### src/rtl/set_assoc_cache_pkg.sv
// Shared types and elaboration helpers for the set-associative cache.
package cache_pkg;

  typedef enum logic [2:0] {IDLE, LOOKUP, EVICT, REFILL, WRITE, RESP} cacheState_t;

  function automatic int tagWidth(input int addrW, input int indexW);
    return addrW - indexW;
  endfunction

  function automatic int wayWidth(input int ways);
    return (ways > 1) ? $clog2(ways) : 1;
  endfunction

  function automatic bit waysLegal(input int ways);
    return (ways == 1) || (ways == 2) || (ways == 4);
  endfunction

endpackage

### src/rtl/set_assoc_cache_if.sv
// CPU request/response port and backing-RAM port of the cache, bundled together.
interface set_assoc_cache_if #(
  parameter int ADDR_W = 5,
  parameter int DATA_W = 8
);
  logic              req_valid;
  logic              req_ready;
  logic              req_we;
  logic [ADDR_W-1:0] req_addr;
  logic [DATA_W-1:0] req_wdata;
  logic              resp_valid;
  logic [DATA_W-1:0] resp_rdata;
  logic              resp_hit;
  logic              mem_req;
  logic              mem_we;
  logic [ADDR_W-1:0] mem_addr;
  logic [DATA_W-1:0] mem_wdata;
  logic [DATA_W-1:0] mem_rdata;
  logic              mem_ack;

  modport master (
    output req_valid, req_we, req_addr, req_wdata, mem_rdata, mem_ack,
    input  req_ready, resp_valid, resp_rdata, resp_hit,
           mem_req, mem_we, mem_addr, mem_wdata
  );

  modport slave (
    input  req_valid, req_we, req_addr, req_wdata, mem_rdata, mem_ack,
    output req_ready, resp_valid, resp_rdata, resp_hit,
           mem_req, mem_we, mem_addr, mem_wdata
  );
endinterface

### src/rtl/set_assoc_cache_lru.sv
// True-LRU age update and victim selection for a single cache set.
module cache_lru
  import cache_pkg::*;
#(
  parameter int WAYS = 2,
  localparam int WAY_W = wayWidth(WAYS)
)(
  input  logic [WAYS-1:0][WAY_W-1:0] ages_i,
  input  logic [WAYS-1:0]            valid_i,
  input  logic [WAY_W-1:0]           accessWay_i,
  input  logic                       access_i,
  output logic [WAYS-1:0][WAY_W-1:0] agesNext_o,
  output logic [WAY_W-1:0]           victim_o
);

  localparam logic [WAY_W-1:0] OLDEST = WAY_W'(WAYS - 1);

  logic [WAY_W-1:0] oldAge;
  logic             anyInvalid;

  // Filling an invalid way counts as touching the oldest slot, so ages stay a permutation.
  always_comb begin
    oldAge     = valid_i[accessWay_i] ? ages_i[accessWay_i] : OLDEST;
    agesNext_o = ages_i;
    if (access_i && (WAYS > 1)) begin
      for (int w = 0; w < WAYS; w++) begin
        if (WAY_W'(w) == accessWay_i) begin
          agesNext_o[w] = '0;
        end else if (ages_i[w] < oldAge) begin
          agesNext_o[w] = ages_i[w] + WAY_W'(1);
        end
      end
    end
  end

  always_comb begin
    victim_o   = '0;
    anyInvalid = 1'b0;
    for (int w = WAYS - 1; w >= 0; w--) begin
      if (!valid_i[w]) begin
        victim_o   = WAY_W'(w);
        anyInvalid = 1'b1;
      end
    end
    if (!anyInvalid) begin
      for (int w = 0; w < WAYS; w++) begin
        if (ages_i[w] == OLDEST) victim_o = WAY_W'(w);
      end
    end
  end

endmodule

### src/rtl/set_assoc_cache.sv
// N-way set-associative cache controller with LRU replacement and a selectable write policy.
module set_assoc_cache
  import cache_pkg::*;
#(
  parameter int ADDR_W     = 5,
  parameter int INDEX_W    = 3,
  parameter int DATA_W     = 8,
  parameter int WAYS       = 2,
  parameter int WRITE_BACK = 0,
  parameter int CNT_W      = 16
)(
  input  logic             clock,
  input  logic             reset,
  set_assoc_cache_if.slave bus,
  output logic [CNT_W-1:0] hit_count,
  output logic [CNT_W-1:0] miss_count
);

  localparam int TAG_W = tagWidth(ADDR_W, INDEX_W);
  localparam int SETS  = 1 << INDEX_W;
  localparam int WAY_W = wayWidth(WAYS);

  if (!waysLegal(WAYS)) begin : gWaysCheck
    $error("set_assoc_cache: WAYS must be 1, 2 or 4");
  end

  cacheState_t state_q, state_d;

  logic                       we_q;
  logic [ADDR_W-1:0]          addr_q;
  logic [DATA_W-1:0]          wdata_q;
  logic [TAG_W-1:0]           tag_q   [SETS][WAYS];
  logic [DATA_W-1:0]          data_q  [SETS][WAYS];
  logic [WAYS-1:0]            valid_q [SETS];
  logic [WAYS-1:0]            dirty_q [SETS];
  logic [WAYS-1:0][WAY_W-1:0] age_q   [SETS];
  logic [WAY_W-1:0]           victimWay_q;
  logic                       hitFlag_q;
  logic                       respHit_q;
  logic [DATA_W-1:0]          respRdata_q;
  logic [CNT_W-1:0]           hitCount_q;
  logic [CNT_W-1:0]           missCount_q;

  logic [INDEX_W-1:0]         index;
  logic [TAG_W-1:0]           reqTag;
  logic [WAYS-1:0]            matchVec;
  logic                       hit;
  logic [WAY_W-1:0]           hitWay;
  logic                       needEvict;
  logic                       lruAccess;
  logic [WAY_W-1:0]           lruWay;
  logic [WAY_W-1:0]           lruVictim;
  logic [WAYS-1:0][WAY_W-1:0] agesNext;
  logic [DATA_W-1:0]          respData;

  assign index  = addr_q[INDEX_W-1:0];
  assign reqTag = addr_q[ADDR_W-1:INDEX_W];

  always_comb begin
    matchVec = '0;
    hitWay   = '0;
    for (int w = 0; w < WAYS; w++) begin
      matchVec[w] = valid_q[index][w] && (tag_q[index][w] == reqTag);
      if (matchVec[w]) hitWay = WAY_W'(w);
    end
  end

  assign hit       = |matchVec;
  assign needEvict = (WRITE_BACK != 0) && valid_q[index][lruVictim] && dirty_q[index][lruVictim];
  assign lruAccess = ((state_q == LOOKUP) && hit) || ((state_q == REFILL) && bus.mem_ack);
  assign lruWay    = (state_q == LOOKUP) ? hitWay : victimWay_q;
  assign respData  = we_q ? wdata_q : ((state_q == REFILL) ? bus.mem_rdata : data_q[index][hitWay]);

  cache_lru #(.WAYS(WAYS)) uLru (
    .ages_i      (age_q[index]),
    .valid_i     (valid_q[index]),
    .accessWay_i (lruWay),
    .access_i    (lruAccess),
    .agesNext_o  (agesNext),
    .victim_o    (lruVictim)
  );

  always_ff @(posedge clock) begin
    if (reset) state_q <= IDLE;
    else       state_q <= state_d;
  end

  always_comb begin
    state_d = state_q;
    case (state_q)
      IDLE:    if (bus.req_valid) state_d = LOOKUP;
      LOOKUP: begin
        if (we_q && (WRITE_BACK == 0)) state_d = WRITE;
        else if (hit)                  state_d = RESP;
        else if (needEvict)            state_d = EVICT;
        else                           state_d = REFILL;
      end
      EVICT:   if (bus.mem_ack) state_d = REFILL;
      REFILL:  if (bus.mem_ack) state_d = RESP;
      WRITE:   if (bus.mem_ack) state_d = RESP;
      RESP:    state_d = IDLE;
      default: state_d = IDLE;
    endcase
  end

  always_comb begin
    bus.req_ready  = (state_q == IDLE);
    bus.resp_valid = (state_q == RESP);
    bus.mem_req    = (state_q == EVICT) || (state_q == REFILL) || (state_q == WRITE);
    bus.mem_we     = (state_q == EVICT) || (state_q == WRITE);
    bus.mem_addr   = '0;
    bus.mem_wdata  = '0;
    case (state_q)
      EVICT: begin
        bus.mem_addr  = {tag_q[index][victimWay_q], index};
        bus.mem_wdata = data_q[index][victimWay_q];
      end
      REFILL: bus.mem_addr = addr_q;
      WRITE: begin
        bus.mem_addr  = addr_q;
        bus.mem_wdata = wdata_q;
      end
      default: ;
    endcase
  end

  assign bus.resp_rdata = respRdata_q;
  assign bus.resp_hit   = respHit_q;
  assign hit_count      = hitCount_q;
  assign miss_count     = missCount_q;

  // Tag/data arrays and the captured request are never reset; valid bits gate them.
  always_ff @(posedge clock) begin
    if ((state_q == IDLE) && bus.req_valid) begin
      we_q    <= bus.req_we;
      addr_q  <= bus.req_addr;
      wdata_q <= bus.req_wdata;
    end
    if ((state_q == LOOKUP) && hit && we_q) data_q[index][hitWay] <= wdata_q;
    if ((state_q == REFILL) && bus.mem_ack) begin
      tag_q[index][victimWay_q]  <= reqTag;
      data_q[index][victimWay_q] <= ((WRITE_BACK != 0) && we_q) ? wdata_q : bus.mem_rdata;
    end
  end

  always_ff @(posedge clock) begin
    if (reset) begin
      for (int s = 0; s < SETS; s++) begin
        valid_q[s] <= '0;
        dirty_q[s] <= '0;
        age_q[s]   <= '0;
      end
      victimWay_q <= '0;
      hitFlag_q   <= 1'b0;
      respHit_q   <= 1'b0;
      respRdata_q <= '0;
      hitCount_q  <= '0;
      missCount_q <= '0;
    end else begin
      if (lruAccess) age_q[index] <= agesNext;
      if (state_q == LOOKUP) begin
        hitFlag_q   <= hit;
        victimWay_q <= lruVictim;
        if (hit) begin
          if (hitCount_q != '1) hitCount_q <= hitCount_q + CNT_W'(1);
        end else if (missCount_q != '1) begin
          missCount_q <= missCount_q + CNT_W'(1);
        end
        if (hit && we_q && (WRITE_BACK != 0)) dirty_q[index][hitWay] <= 1'b1;
      end
      if ((state_q == REFILL) && bus.mem_ack) begin
        valid_q[index][victimWay_q] <= 1'b1;
        dirty_q[index][victimWay_q] <= (WRITE_BACK != 0) && we_q;
      end
      if ((state_d == RESP) && (state_q != RESP)) begin
        respRdata_q <= respData;
        respHit_q   <= (state_q == LOOKUP) ? hit : hitFlag_q;
      end
    end
  end

  assert property (@(posedge clock) disable iff (reset) (state_q == LOOKUP) |-> $onehot0(matchVec));

endmodule

### src/flat_wrapper.sv
// flat-port wrapper written by rule: the top's interface ports become plain ports
module set_assoc_cache_flat import cache_pkg::*;
#(
  parameter int ADDR_W     = 5,
  parameter int INDEX_W    = 3,
  parameter int DATA_W     = 8,
  parameter int WAYS       = 2,
  parameter int WRITE_BACK = 0,
  parameter int CNT_W      = 16
)
  (clock, reset, hit_count, miss_count, bus_req_valid, bus_req_we, bus_req_addr, bus_req_wdata, bus_mem_rdata, bus_mem_ack, bus_req_ready, bus_resp_valid, bus_resp_rdata, bus_resp_hit, bus_mem_req, bus_mem_we, bus_mem_addr, bus_mem_wdata);
  set_assoc_cache_if #(.ADDR_W(ADDR_W), .DATA_W(DATA_W)) bus_i ();
  input  logic clock;
  input  logic reset;
  output logic [CNT_W-1:0] hit_count;
  output logic [CNT_W-1:0] miss_count;
  input wire logic [$bits(bus_i.req_valid)-1:0] bus_req_valid;
  input wire logic [$bits(bus_i.req_we)-1:0] bus_req_we;
  input wire logic [$bits(bus_i.req_addr)-1:0] bus_req_addr;
  input wire logic [$bits(bus_i.req_wdata)-1:0] bus_req_wdata;
  input wire logic [$bits(bus_i.mem_rdata)-1:0] bus_mem_rdata;
  input wire logic [$bits(bus_i.mem_ack)-1:0] bus_mem_ack;
  output wire logic [$bits(bus_i.req_ready)-1:0] bus_req_ready;
  output wire logic [$bits(bus_i.resp_valid)-1:0] bus_resp_valid;
  output wire logic [$bits(bus_i.resp_rdata)-1:0] bus_resp_rdata;
  output wire logic [$bits(bus_i.resp_hit)-1:0] bus_resp_hit;
  output wire logic [$bits(bus_i.mem_req)-1:0] bus_mem_req;
  output wire logic [$bits(bus_i.mem_we)-1:0] bus_mem_we;
  output wire logic [$bits(bus_i.mem_addr)-1:0] bus_mem_addr;
  output wire logic [$bits(bus_i.mem_wdata)-1:0] bus_mem_wdata;
  assign bus_i.req_valid = bus_req_valid;
  assign bus_i.req_we = bus_req_we;
  assign bus_i.req_addr = bus_req_addr;
  assign bus_i.req_wdata = bus_req_wdata;
  assign bus_i.mem_rdata = bus_mem_rdata;
  assign bus_i.mem_ack = bus_mem_ack;
  assign bus_req_ready = bus_i.req_ready;
  assign bus_resp_valid = bus_i.resp_valid;
  assign bus_resp_rdata = bus_i.resp_rdata;
  assign bus_resp_hit = bus_i.resp_hit;
  assign bus_mem_req = bus_i.mem_req;
  assign bus_mem_we = bus_i.mem_we;
  assign bus_mem_addr = bus_i.mem_addr;
  assign bus_mem_wdata = bus_i.mem_wdata;
  set_assoc_cache #(.ADDR_W(ADDR_W), .INDEX_W(INDEX_W), .DATA_W(DATA_W), .WAYS(WAYS), .WRITE_BACK(WRITE_BACK), .CNT_W(CNT_W)) u_core (.clock(clock), .reset(reset), .bus(bus_i), .hit_count(hit_count), .miss_count(miss_count));
endmodule
### config.mk
export PLATFORM = sky130hd
export DESIGN_NAME = set_assoc_cache_flat
export DESIGN_NICKNAME = d
export VERILOG_FILES = /design/src/rtl/set_assoc_cache_pkg.sv /design/src/rtl/set_assoc_cache_if.sv /design/src/rtl/set_assoc_cache_lru.sv /design/src/rtl/set_assoc_cache.sv /design/src/flat_wrapper.sv
export SDC_FILE = /design/constraint.sdc
export NUM_CORES = 1
export LEC_CHECK = 0
export ABC_AREA = 1
export CAP_MARGIN = 25
export CORE_AREA = 8 8 179 181
export DETAILED_ROUTE_END_ITERATION = 16
export DIE_AREA = 0 0 187 189
export PLACE_DENSITY_LB_ADDON = 0.15
export SYNTH_ARGS = -nofsm -noshare
export SYNTH_HDL_FRONTEND = slang
export SYNTH_SLANG_ARGS = --single-unit
### constraint.sdc
create_clock -name clock -period 6.3 [get_ports clock]
set_clock_uncertainty 0.2 [all_clocks]
set_input_delay 0.945 -clock clock [delete_from_list [all_inputs] [get_ports clock]]
set_output_delay 0.945 -clock clock [all_outputs]
set_load 0.005 [all_outputs]
# Word level (Yosys, flattened, before mapping)
# Memories as Yosys holds them, arrays and structs flattened. A register that Yosys moved wholly into a read port is not among the register bits.
# Cells that the tools add are included.
dict set report classes {
  n_addsub 4
  order_cmp 9
  n_eq_ne 11
  n_mux 84
  bitwise 19
  n_reduce_logical 21
}
# cell n
set ops {}
lappend ops {{2-to-1 mux 8 bit} 10}
lappend ops {{2-to-1 mux 1 bit} 44}
lappend ops {{2-to-1 mux 3 bit} 11}
lappend ops {{adder 16 x 1 -> 16 bit (second input constant)} 2}
lappend ops {{2-to-1 mux 16 bit} 2}
lappend ops {{!= test 16 bit (second input constant)} 2}
lappend ops {{2-to-1 mux 2 bit} 9}
lappend ops {{demux 8 bit (select 1 bit)} 2}
lappend ops {{OR 1 bit} 16}
lappend ops {{case mux 8 bit (2 select lines)} 1}
lappend ops {{case mux 3 bit (4 select lines)} 1}
lappend ops {{logical AND 1 bit} 10}
lappend ops {{case mux 5 bit (2 select lines)} 1}
lappend ops {{equality test 3 bit (second input constant)} 3}
lappend ops {{OR reduction 2 bit} 4}
lappend ops {{equality test 3 x 2 -> 1 bit (second input constant)} 2}
lappend ops {{AND reduction 3 bit} 2}
lappend ops {{equality test 2 bit} 2}
lappend ops {{>= comparator 2 bit (second input constant)} 2}
lappend ops {{logical OR 1 bit} 4}
lappend ops {{< comparator 1 x 2 -> 1 bit (second input constant)} 2}
lappend ops {{< comparator 2 x 1 -> 1 bit (second input constant)} 2}
lappend ops {{2-to-1 mux 4 bit} 1}
lappend ops {{inverter 1 -> 2 bit} 2}
lappend ops {{other kinds (9)} 11}
dict set report word_totals {
  ff_bits 60
  ramBits 192
  output_inout_bits 58
  wordCells 162
  memories 4
}
# name words width rd rd_ports_with_merged_regs wr line
set memory_table {}
lappend memory_table {u_core.data_q 8 16 1 1 1 set_assoc_cache.sv:33} ;# logic [DATA_W-1:0] data_q [SETS][WAYS];
lappend memory_table {u_core.tag_q 8 4 1 1 1 set_assoc_cache.sv:32} ;# logic [TAG_W-1:0] tag_q [SETS][WAYS];
lappend memory_table {u_core.age_q 8 2 1 1 8 set_assoc_cache.sv:36} ;# logic [WAYS-1:0][WAY_W-1:0] age_q [SETS];
lappend memory_table {u_core.valid_q 8 2 1 1 8 set_assoc_cache.sv:34} ;# logic [WAYS-1:0] valid_q [SETS];

# Depth between registers and ports, before layout
# Gate-level depths: netlist (run 1).
dict set report depth {
  ltp_word 12
  mapped_depth 18
  depth_no_buf 17
}

# Modules after synthesis
# Synthesis (run 1) repeated with hierarchy kept, for this count alone.
dict set report unflattened {
  cells_unflattened 1251
  area_unflattened_um2 11727.5
}
# module n_inst cells_per_inst area_per_inst_um2
set modules_own_cells {}
lappend modules_own_cells {set_assoc_cache 1 1238 11672.4}
lappend modules_own_cells {cache_lru 1 13 55.1}

# Worst setup path before layout (run 1)
# Ideal clock, no wire load.
dict set report synth_path {
  path_kind {reg-to-output}
  start {register with a tool-made name}
  end {output port bus_mem_wdata[2]}
  t_arrival_ns 1.573
  t_required_ns 5.155
  path_slack_ns 3.582
  stages_incl_launch_ff 7
  cell_sequence {dfxtp_1 > clkbuf_1 > buf_1 > o221ai_1 > o21ai_0 > nand2_1 > a32o_1}
}
# element line
set synth_lines {}
lappend synth_lines {{to (decl)} flat_wrapper.sv:30} ;# output wire logic [$bits(bus_i.mem_wdata)-1:0] bus_mem_wdata;

==> summary.md, run 1 <==
| Metric | Value |
|---|---|
| TritonCTS Buffers | `28` |
| Pwr dens | `approximately 370 mW/mm^2` |
| Crit-path cells | `inv_2 > buf_4 > o21ai_0 > o221ai_1 > o21ai_0 > nand2_1 > a32o_1 > clkdlybuf4s50_1` |
| Post_cts resized | `0` |
| Post-Synthesis Net Count | `around 1,300` |
| Sequential cell area | `0.00701 sq mm` |
| Hpwl dp | `approximately 22,000 um` |
| Final hold viol count | `0` |
| Clk Latency, worst-skew pair | `between 500 and 600 ps` |
| CP startpoint kind | `flop` |
| Max Slew Vio Count | `0` |
| Antenna Nets Post-Route | `0` |
| Drt total wl | `32,900 um` |
| Crit. path cell count | `8` |
| Outcome | `finished, final reports clean` |
| CP endpoint kind | `output port` |
| Buf/Inv on CP | `3` |
| GPL Wtd Cong | `slightly above 0.8` |
| Clock Tree Buf Depth | `3` |
| Post-CTS Setup Inserts | `0` |
| Footprint of the multi-input gates | `between 0.003 and 0.004 sq mm` |
| Clk pwr share | `a little under a third` |
| First-pass GRT wire length | `slightly above 50,000 um` |
| Final setup fails | `0` |
| Nets | `approximately 1,300` |
| Rel. slew slack | `between 30% and 40%` |
| Top cells by area, synth | `edfxtp_1 (49%), dfxtp_1 (11%), nand2_1 (7.4%)` |
| Cells after Synth | `approximately 1,200` |
| DRC Markers | `0` |
| Yosys warnings | `0` |
| Leakage Power | `4.91 nW` |
| Hold path start | `u_core.valid_q[0][1]` |
| GRT Overall Usage | `approximately 18%` |
| Post-synth EDFFs | `190` |
| Area grow syn2layout | `18.4%` |
| Peak supply drop | `0.000217 V` |
| Reg clk slew, reported paths | `~60 ps` |
| Ports | `between 80 and 90` |
| Hold path depth | `2` |
| Sw frac | `approximately 34%` |
| Register share of total power | `roughly 40%` |
| Largest area contributor in the netlist | `edfxtp_1` |
| Tightest Pin Transition | `between 900 and 1000 ps` |
| Initial DRC count | `around 630` |
| Mapped cell area | `0.0115 sq mm` |
| Minimum clock period | `4720 ps` |
| CP arrival | `roughly 3600 ps` |
| Critical path fanouts, max | `57` |
| Logic pwr share | `28.3%` |
| Sequential fraction of the synthesis area | `between 60% and 70%` |
| Crit path largest cell delay | `710 ps` |
| Switching pwr | `1.72 mW` |
| Number of max-cap violations | `0` |
| DR vias/cell | `roughly 5.2` |
| Ys flop type | `edfxtp_1` |
| Largest net degree at the start of global routing | `61` |
| # fillers | `around 2,800` |
| Async SR Flop Fraction | `0%` |
| R2R cell count | `14` |
| Reg-to-reg slack, setup | `between 2000 and 2500 ps` |
| Min-delay worst type | `reg -> reg` |
| Drt wl/cell | `~19 um` |
| Setup TNS | `0 ps` |
| Die ar. | `0.0353 sq mm` |
| Synthesis-stage register bit count | `between 200 and 300` |
| Number of I/O port buffers | `83` |
| Worst R2R End | `u_core.data_q[5][7]` |
| Drt pass-1 iters | `5` |
| Initial antenna violation count | `1` |
| Tcrit/Tclk final | `75.0%` |
| Clock sinks | `between 200 and 300` |
| Chip width | `roughly 190 um` |
| Initial Util | `between 30 and 40%` |
| Core ar. | `0.0292 sq mm` |
| Chip height | `between 150 and 200 um` |
| Hold_ws | `~280 ps` |
| Worst path top cell family by delay | `buffers and inverters` |
| Unrepaired setup endpoints after global routing | `false` |
| Worst Hold End | `u_core.valid_q[0][1]` |
| Internal Power | `3.30 mW` |
| Max Freq | `approximately 210 MHz` |
| Rows | `63` |
| Number of diodes | `0` |
| Setup CP Type | `reg -> out` |
| Via Count | `roughly 9,000` |
| Top cell by count, worst path | `o21ai_0` |
| Share of cells above drive strength 1 | `~7%` |
| Crit-path slowest cell | `inv_2` |
| Hold_buf cts | `0` |
| Yosys top cell area share | `between 40% and 50%` |
| H-tree depth | `1` |
| Vias in the first global route | `about 9,000` |
| GRT overflow | `0` |
| Synth unique cells | `39` |
| Root Driver | `clkbuf_16` |
| Synthesized area per cell | `between 9 and 10 sq um` |
| Critical path required time | `between 5000 and 6000 ps` |
| CTS tree | `built` |
-- synth_stat cells (3+ instances only) --
library cell / instances
a21oi_1: 43
a32o_1: 8
buf_1: 3
buf_2: 6
buf_4: 4
buf_6: 6
clkbuf_1: 36
dfxtp_1: 65
edfxtp_1: 190
inv_1: 122
inv_2: 5
mux2i_1: 4
nand2_1: 228
nand2_2: 5
nand3_1: 51
nand3_2: 3
nand4_1: 4
nor2_1: 199
nor3_1: 30
nor4_1: 5
o21ai_0: 126
o21ai_1: 8
o221ai_1: 14
o22ai_1: 37
xnor2_1: 5
xor2_1: 7
-- how the worst max path moves through the flow --
| stage | endpoint | slack [ps] | start |
|---|---|---|---|
| 2_1_floorplan | bus_mem_wdata[2] | 3580 | flop |
| 3_3_place_gp | bus_mem_wdata[2] | 2250 | flop |
| 3_5_place_dp | u_core.data_q[5][7] | 2210 | bus_mem_ack |
| 4_1_cts | bus_mem_wdata[2] | 1620 | flop |
| 5_1_grt | bus_mem_wdata[7] | 1420 | flop |
| 6_report | bus_mem_wdata[2] | 1580 | flop |
-- kinds of logic after synthesis --
| family | count (synthesis) | synth area share (%) |
|---|---|---|
| flops | 255 | 60.8 |
| buf+inv | 182 | 6.51 |
| mux | 4 | 0.347 |
| xor+xnor | 12 | 0.911 |
| fa+ha+maj | 2 | 0.217 |
| compound gates | 248 | 12.3 |
| simple gates | 531 | 18.9 |
-- metrics by stage --
| step | total power, mW | instance area, sq um | std cells | setup WS [ps] | util, % |
|---|---|---|---|---|---|
| detailed placement | 3.46 | 12700 | 1675 | 2210 | 43.6 |
| global route | 5.27 | 13600 | 1727 | 1420 | 46.7 |
| finish | 5.02 | 13600 | 1727 | 1580 | 46.7 |
| global placement | 3.45 | 12700 | 1675 | 2250 | 43.6 |
| CTS | 5.05 | 13600 | 1727 | 1620 | 46.7 |
| floorplan | 2.93 | 11500 | 1234 | 3580 | - |
-- registers in the layout (all words and copies together), names as in the netlist, named ones only --
name and flops:
u_core.wdata_q 8, u_core.age_q 16, u_core.tag_q 32, u_core.state_q 3
u_core.bus.resp_hit 1, u_core.miss_count 16, u_core.hitFlag_q 1, u_core.we_q 1
u_core.bus.resp_rdata 8, u_core.hit_count 16, u_core.valid_q 16, u_core.addr_q 5
u_core.victimWay_q 1, u_core.data_q 128
-- power groups by stage --
stage          combinational [mW]  clock, mW  sequential [mW]
4_1_cts                      1.42       1.61             2.01
2_1_floorplan               0.930          0             2.00
5_1_grt                      1.57       1.68             2.02
3_3_place_gp                 1.41          0             2.04
3_5_place_dp                 1.42          0             2.04
6_report                     1.42       1.59             2.01
-- metal layers --
| layer | GRT usage, % | share of wire (%) | vias to the layer above |
|---|---|---|---|
| met2 | 31.4 | 49 | 267 |
| met1 | 23.2 | 43 | 4314 |
| met4 | 4.98 | 2.6 | 2 |
| met5 | 0 | 0.040 | - |
| met3 | 3.15 | 6.1 | 59 |
| li1 | - | - | 4371 |
-- worst reg2reg max path: cells and delay by family, from the launching register on --
| family | cells | cell delay (ps) |
|---|---|---|
| simple gates | 9 | 1620 |
| buf+inv | 3 | 1190 |
| compound gates | 2 | 390 |
| flops | 1 | 330 |
-- cell usage in the layout, fill, tap and decap left out, types with 30 or more instances in the layout --
master / netlist / routed
nand2_1: 228 / 228
nor2_1: 199 / 199
edfxtp_1: 190 / 190
o21ai_0: 126 / 126
inv_1: 122 / 121
clkdlybuf4s50_1: 0 / 83
dfxtp_1: 65 / 64
nand3_1: 51 / 51
a21oi_1: 43 / 43
o22ai_1: 37 / 37
nor3_1: 30 / 30
-- area by class of cell --
cell class	count	area share, %
multi-input cells	797	27.6
clock buffers	45	6.30
well taps	390	3.58
flip-flops and latches	255	51.3
repair buffers	106	7.35
clock inverters	7	0.284
inverters	127	3.49
(Power assumes the default switching activity.)
==> inputs of run 2 (changes only) <==
clock period = 4.35 ns   (was 6.3 ns; I/O delays follow)
==> summary.md, run 2 (synthesis results as in run 1) <==
| Metric | Value |
|---|---|
| Drt pass-1 iters | `6 (+1)` |
| Via Count | `9,060 (+0.52%)` |
| Critical path fanouts, max | `100 (+75%)` |
| Clk Latency, worst-skew pair | `550 ps (about the same)` |
| Post_cts resized | `0 (unchanged)` |
| Die ar. | `0.0353 sq mm (unchanged)` |
| Setup CP Type | `reg -> out` |
| Logic pwr share | `28.3% (about the same)` |
| Tightest Pin Transition | `1050 ps (+64.5 ps)` |
| Initial Util | `39.4% (unchanged)` |
| Setup TNS | `0 ps (unchanged)` |
| Initial DRC count | `765 (+22%)` |
| Clock sinks | `255 (unchanged)` |
| Rows | `63 (unchanged)` |
| Chip width | `187 um (unchanged)` |
| Hpwl dp | `21,000 um (-6.3%)` |
| Biggest regs | `u_core.data_q x128, u_core.tag_q x32` |
| CP arrival | `3220 ps (-360 ps)` |
| Final worst setup slack | `274 ps (-1300 ps)` |
| Vias in the first global route | `8,685 (-3.8%)` |
| Switching pwr | `2.44 mW (+42%)` |
| Max reg flops | `128 (unchanged)` |
| DRC Markers | `0 (unchanged)` |
| Drt total wl | `32,100 um (-2.3%)` |
| Pwr dens | `524 mW/mm^2 (+43%)` |
| Share of cells above drive strength 1 | `6.85% (+0.039 points)` |
| Reg clk slew, reported paths | `60 ps (about the same)` |
| Min-delay worst type | `reg -> reg` |
| CP startpoint kind | `flop` |
| Antenna Nets Post-Route | `0 (unchanged)` |
| Drt wl/cell | `18.5 um (-2.7%)` |
| Overall power | `7.19 mW (+43%)` |
| Register share of total power | `40.4% (+0.4 points)` |
| # fillers | `2,811 (+1.3%)` |
| Hold path depth | `1 (-1)` |
| Register with the most flip-flops | `u_core.data_q` |
| Outcome | `finished, final reports clean` |
| Ports | `84 (unchanged)` |
| Most frequent cells in the layout | `nand2_1 (228), nor2_1 (199), edfxtp_1 (190)` |
| Internal Power | `4.75 mW (+44%)` |
| Core ar. | `0.0292 sq mm (unchanged)` |
| Critical path required time | `3500 ps (-1650 ps)` |
| Nets | `1,352 (+0.67%)` |
| First-pass GRT wire length | `49,900 um (-1.7%)` |
| Minimum clock period | `4080 ps` |
| Placed insts | `1,684 (+0.54%)` |
| CTS tree | `built` |
| DR vias/cell | `5.22 (+0.12%)` |
| Most common cell after layout, fill and taps aside | `nand2_1` |
| GPL Wtd Cong | `0.809 (-0.28%)` |
| Final hold viol count | `0 (unchanged)` |
| H-tree depth | `1 (unchanged)` |
| Leakage Power | `4.94 nW (+0.65%)` |
| Number of max-cap violations | `0 (unchanged)` |
| Non-Filler Instances | `1,734 (+0.41%)` |
| Final core utilization | `46.9% (+0.21 points)` |
| Number of diodes | `0 (unchanged)` |
| Root Driver | `clkbuf_16` |
| Largest net degree at the start of global routing | `101 (+66%)` |
| Number of I/O port buffers | `83 (unchanged)` |
| CP endpoint kind | `output port` |
| GRT Overall Usage | `17.8% (-0.39 points)` |
| Peak supply drop | `0.000325 V (+50%)` |
| Unrepaired setup endpoints after global routing | `false` |
| Pre-CTS setup slack | `845 ps (-1360 ps)` |
| Clk pwr share | `31.3% (-0.4 points)` |
| Area grow syn2layout | `18.9%` |
| Max Freq | `approximately 250 MHz` |
| Footprint of the multi-input gates | `0.00377 sq mm (unchanged)` |
| Sw frac | `33.9% (-0.32 points)` |
| Clock Tree Buf Depth | `3 (unchanged)` |
| Rel. slew slack | `29.7% (-4.2 points)` |
| TritonCTS Buffers | `28 (unchanged)` |
| Post-CTS Setup Inserts | `0 (unchanged)` |
| Tcrit/Tclk final | `a little over nine tenths` |
| Sequential cell area | `0.00701 sq mm (unchanged)` |
| Initial antenna violation count | `1 (unchanged)` |
| Max Slew Vio Count | `0 (unchanged)` |
| GRT overflow | `0 (unchanged)` |
| Final setup fails | `0 (unchanged)` |
| Chip height | `189 um (unchanged)` |
| R2R cell count | `15 (+1)` |
| Hold_buf cts | `0 (unchanged)` |
run 2: changes by cell type in the layout (fill, tap and decap cells not counted), sizes merged:
cell      delta
buf          +9
clkbuf       -9
clkinv       +4
bufinv       +2
clkinvlp     +1
run 2: path summary, 6_finish.rpt:
kind	startpoint	endpoint	slack, ps
worst max-delay path	flop	bus_mem_wdata[7]	270
worst min-delay path	u_core.valid_q[6][1]	u_core.valid_q[6][1]	270
worst max register to register	flop	u_core.age_q[1][0]	810
worst min register to register	u_core.valid_q[6][1]	u_core.valid_q[6][1]	270
run 2: power groups by stage:
stage / clock network, mW / registers, mW / logic, mW
after floorplan: 0 / 2.90 / 1.35
after global placement: 0 / 2.96 / 2.03
after detailed placement: 0 / 2.96 / 2.04
after CTS: 2.29 / 2.91 / 2.04
after global routing: 2.39 / 2.92 / 2.26
final: 2.25 / 2.91 / 2.03
run 2: through the flow:
step | hold WS, ps | instance area (sq um)
after floorplan | 235 | 11500
after global placement | 257 | 12800
after detailed placement | 260 | 12800
after CTS | 273 | 13700
after global routing | 298 | 13700
final | 270 | 13700
run 2: critical path, cell delays in order, from the launching register on:
cell	delay, ps
dfxtp_2	330
buf_4	770
o21ai_0	220
o22ai_1	210
mux2i_1	150
nand2_1	110
a32o_1	270
clkdlybuf4s50_1	570
run 2: cell type report:
type | count | area share [%]
clock buffer | 36 | 5.40
clock inverter | 14 | 0.913
inverter | 127 | 3.48
multi-input combinational | 797 | 27.5
sequential | 255 | 51.1
tap | 390 | 3.56
timing repair buffer | 115 | 8.00
run 2: metal layers:
metal | up-vias | global-route usage (%) | routed length [um] | share of wire [%]
li1 | 4389 | - | - | -
met1 | 4342 | 23.7 | 14500 | 45
met2 | 269 | 30.0 | 15200 | 47
met3 | 58 | 2.91 | 1740 | 5.4
met4 | 2 | 4.46 | 710 | 2.2
met5 | - | 0 | 9 | 0.028
==> inputs of run 3 (changes only) <==
GPL_ROUTABILITY_DRIVEN = 0   (was not set)
==> results of run 3 <==
The final DEF is identical to that of run 2; final timing and power are the same.
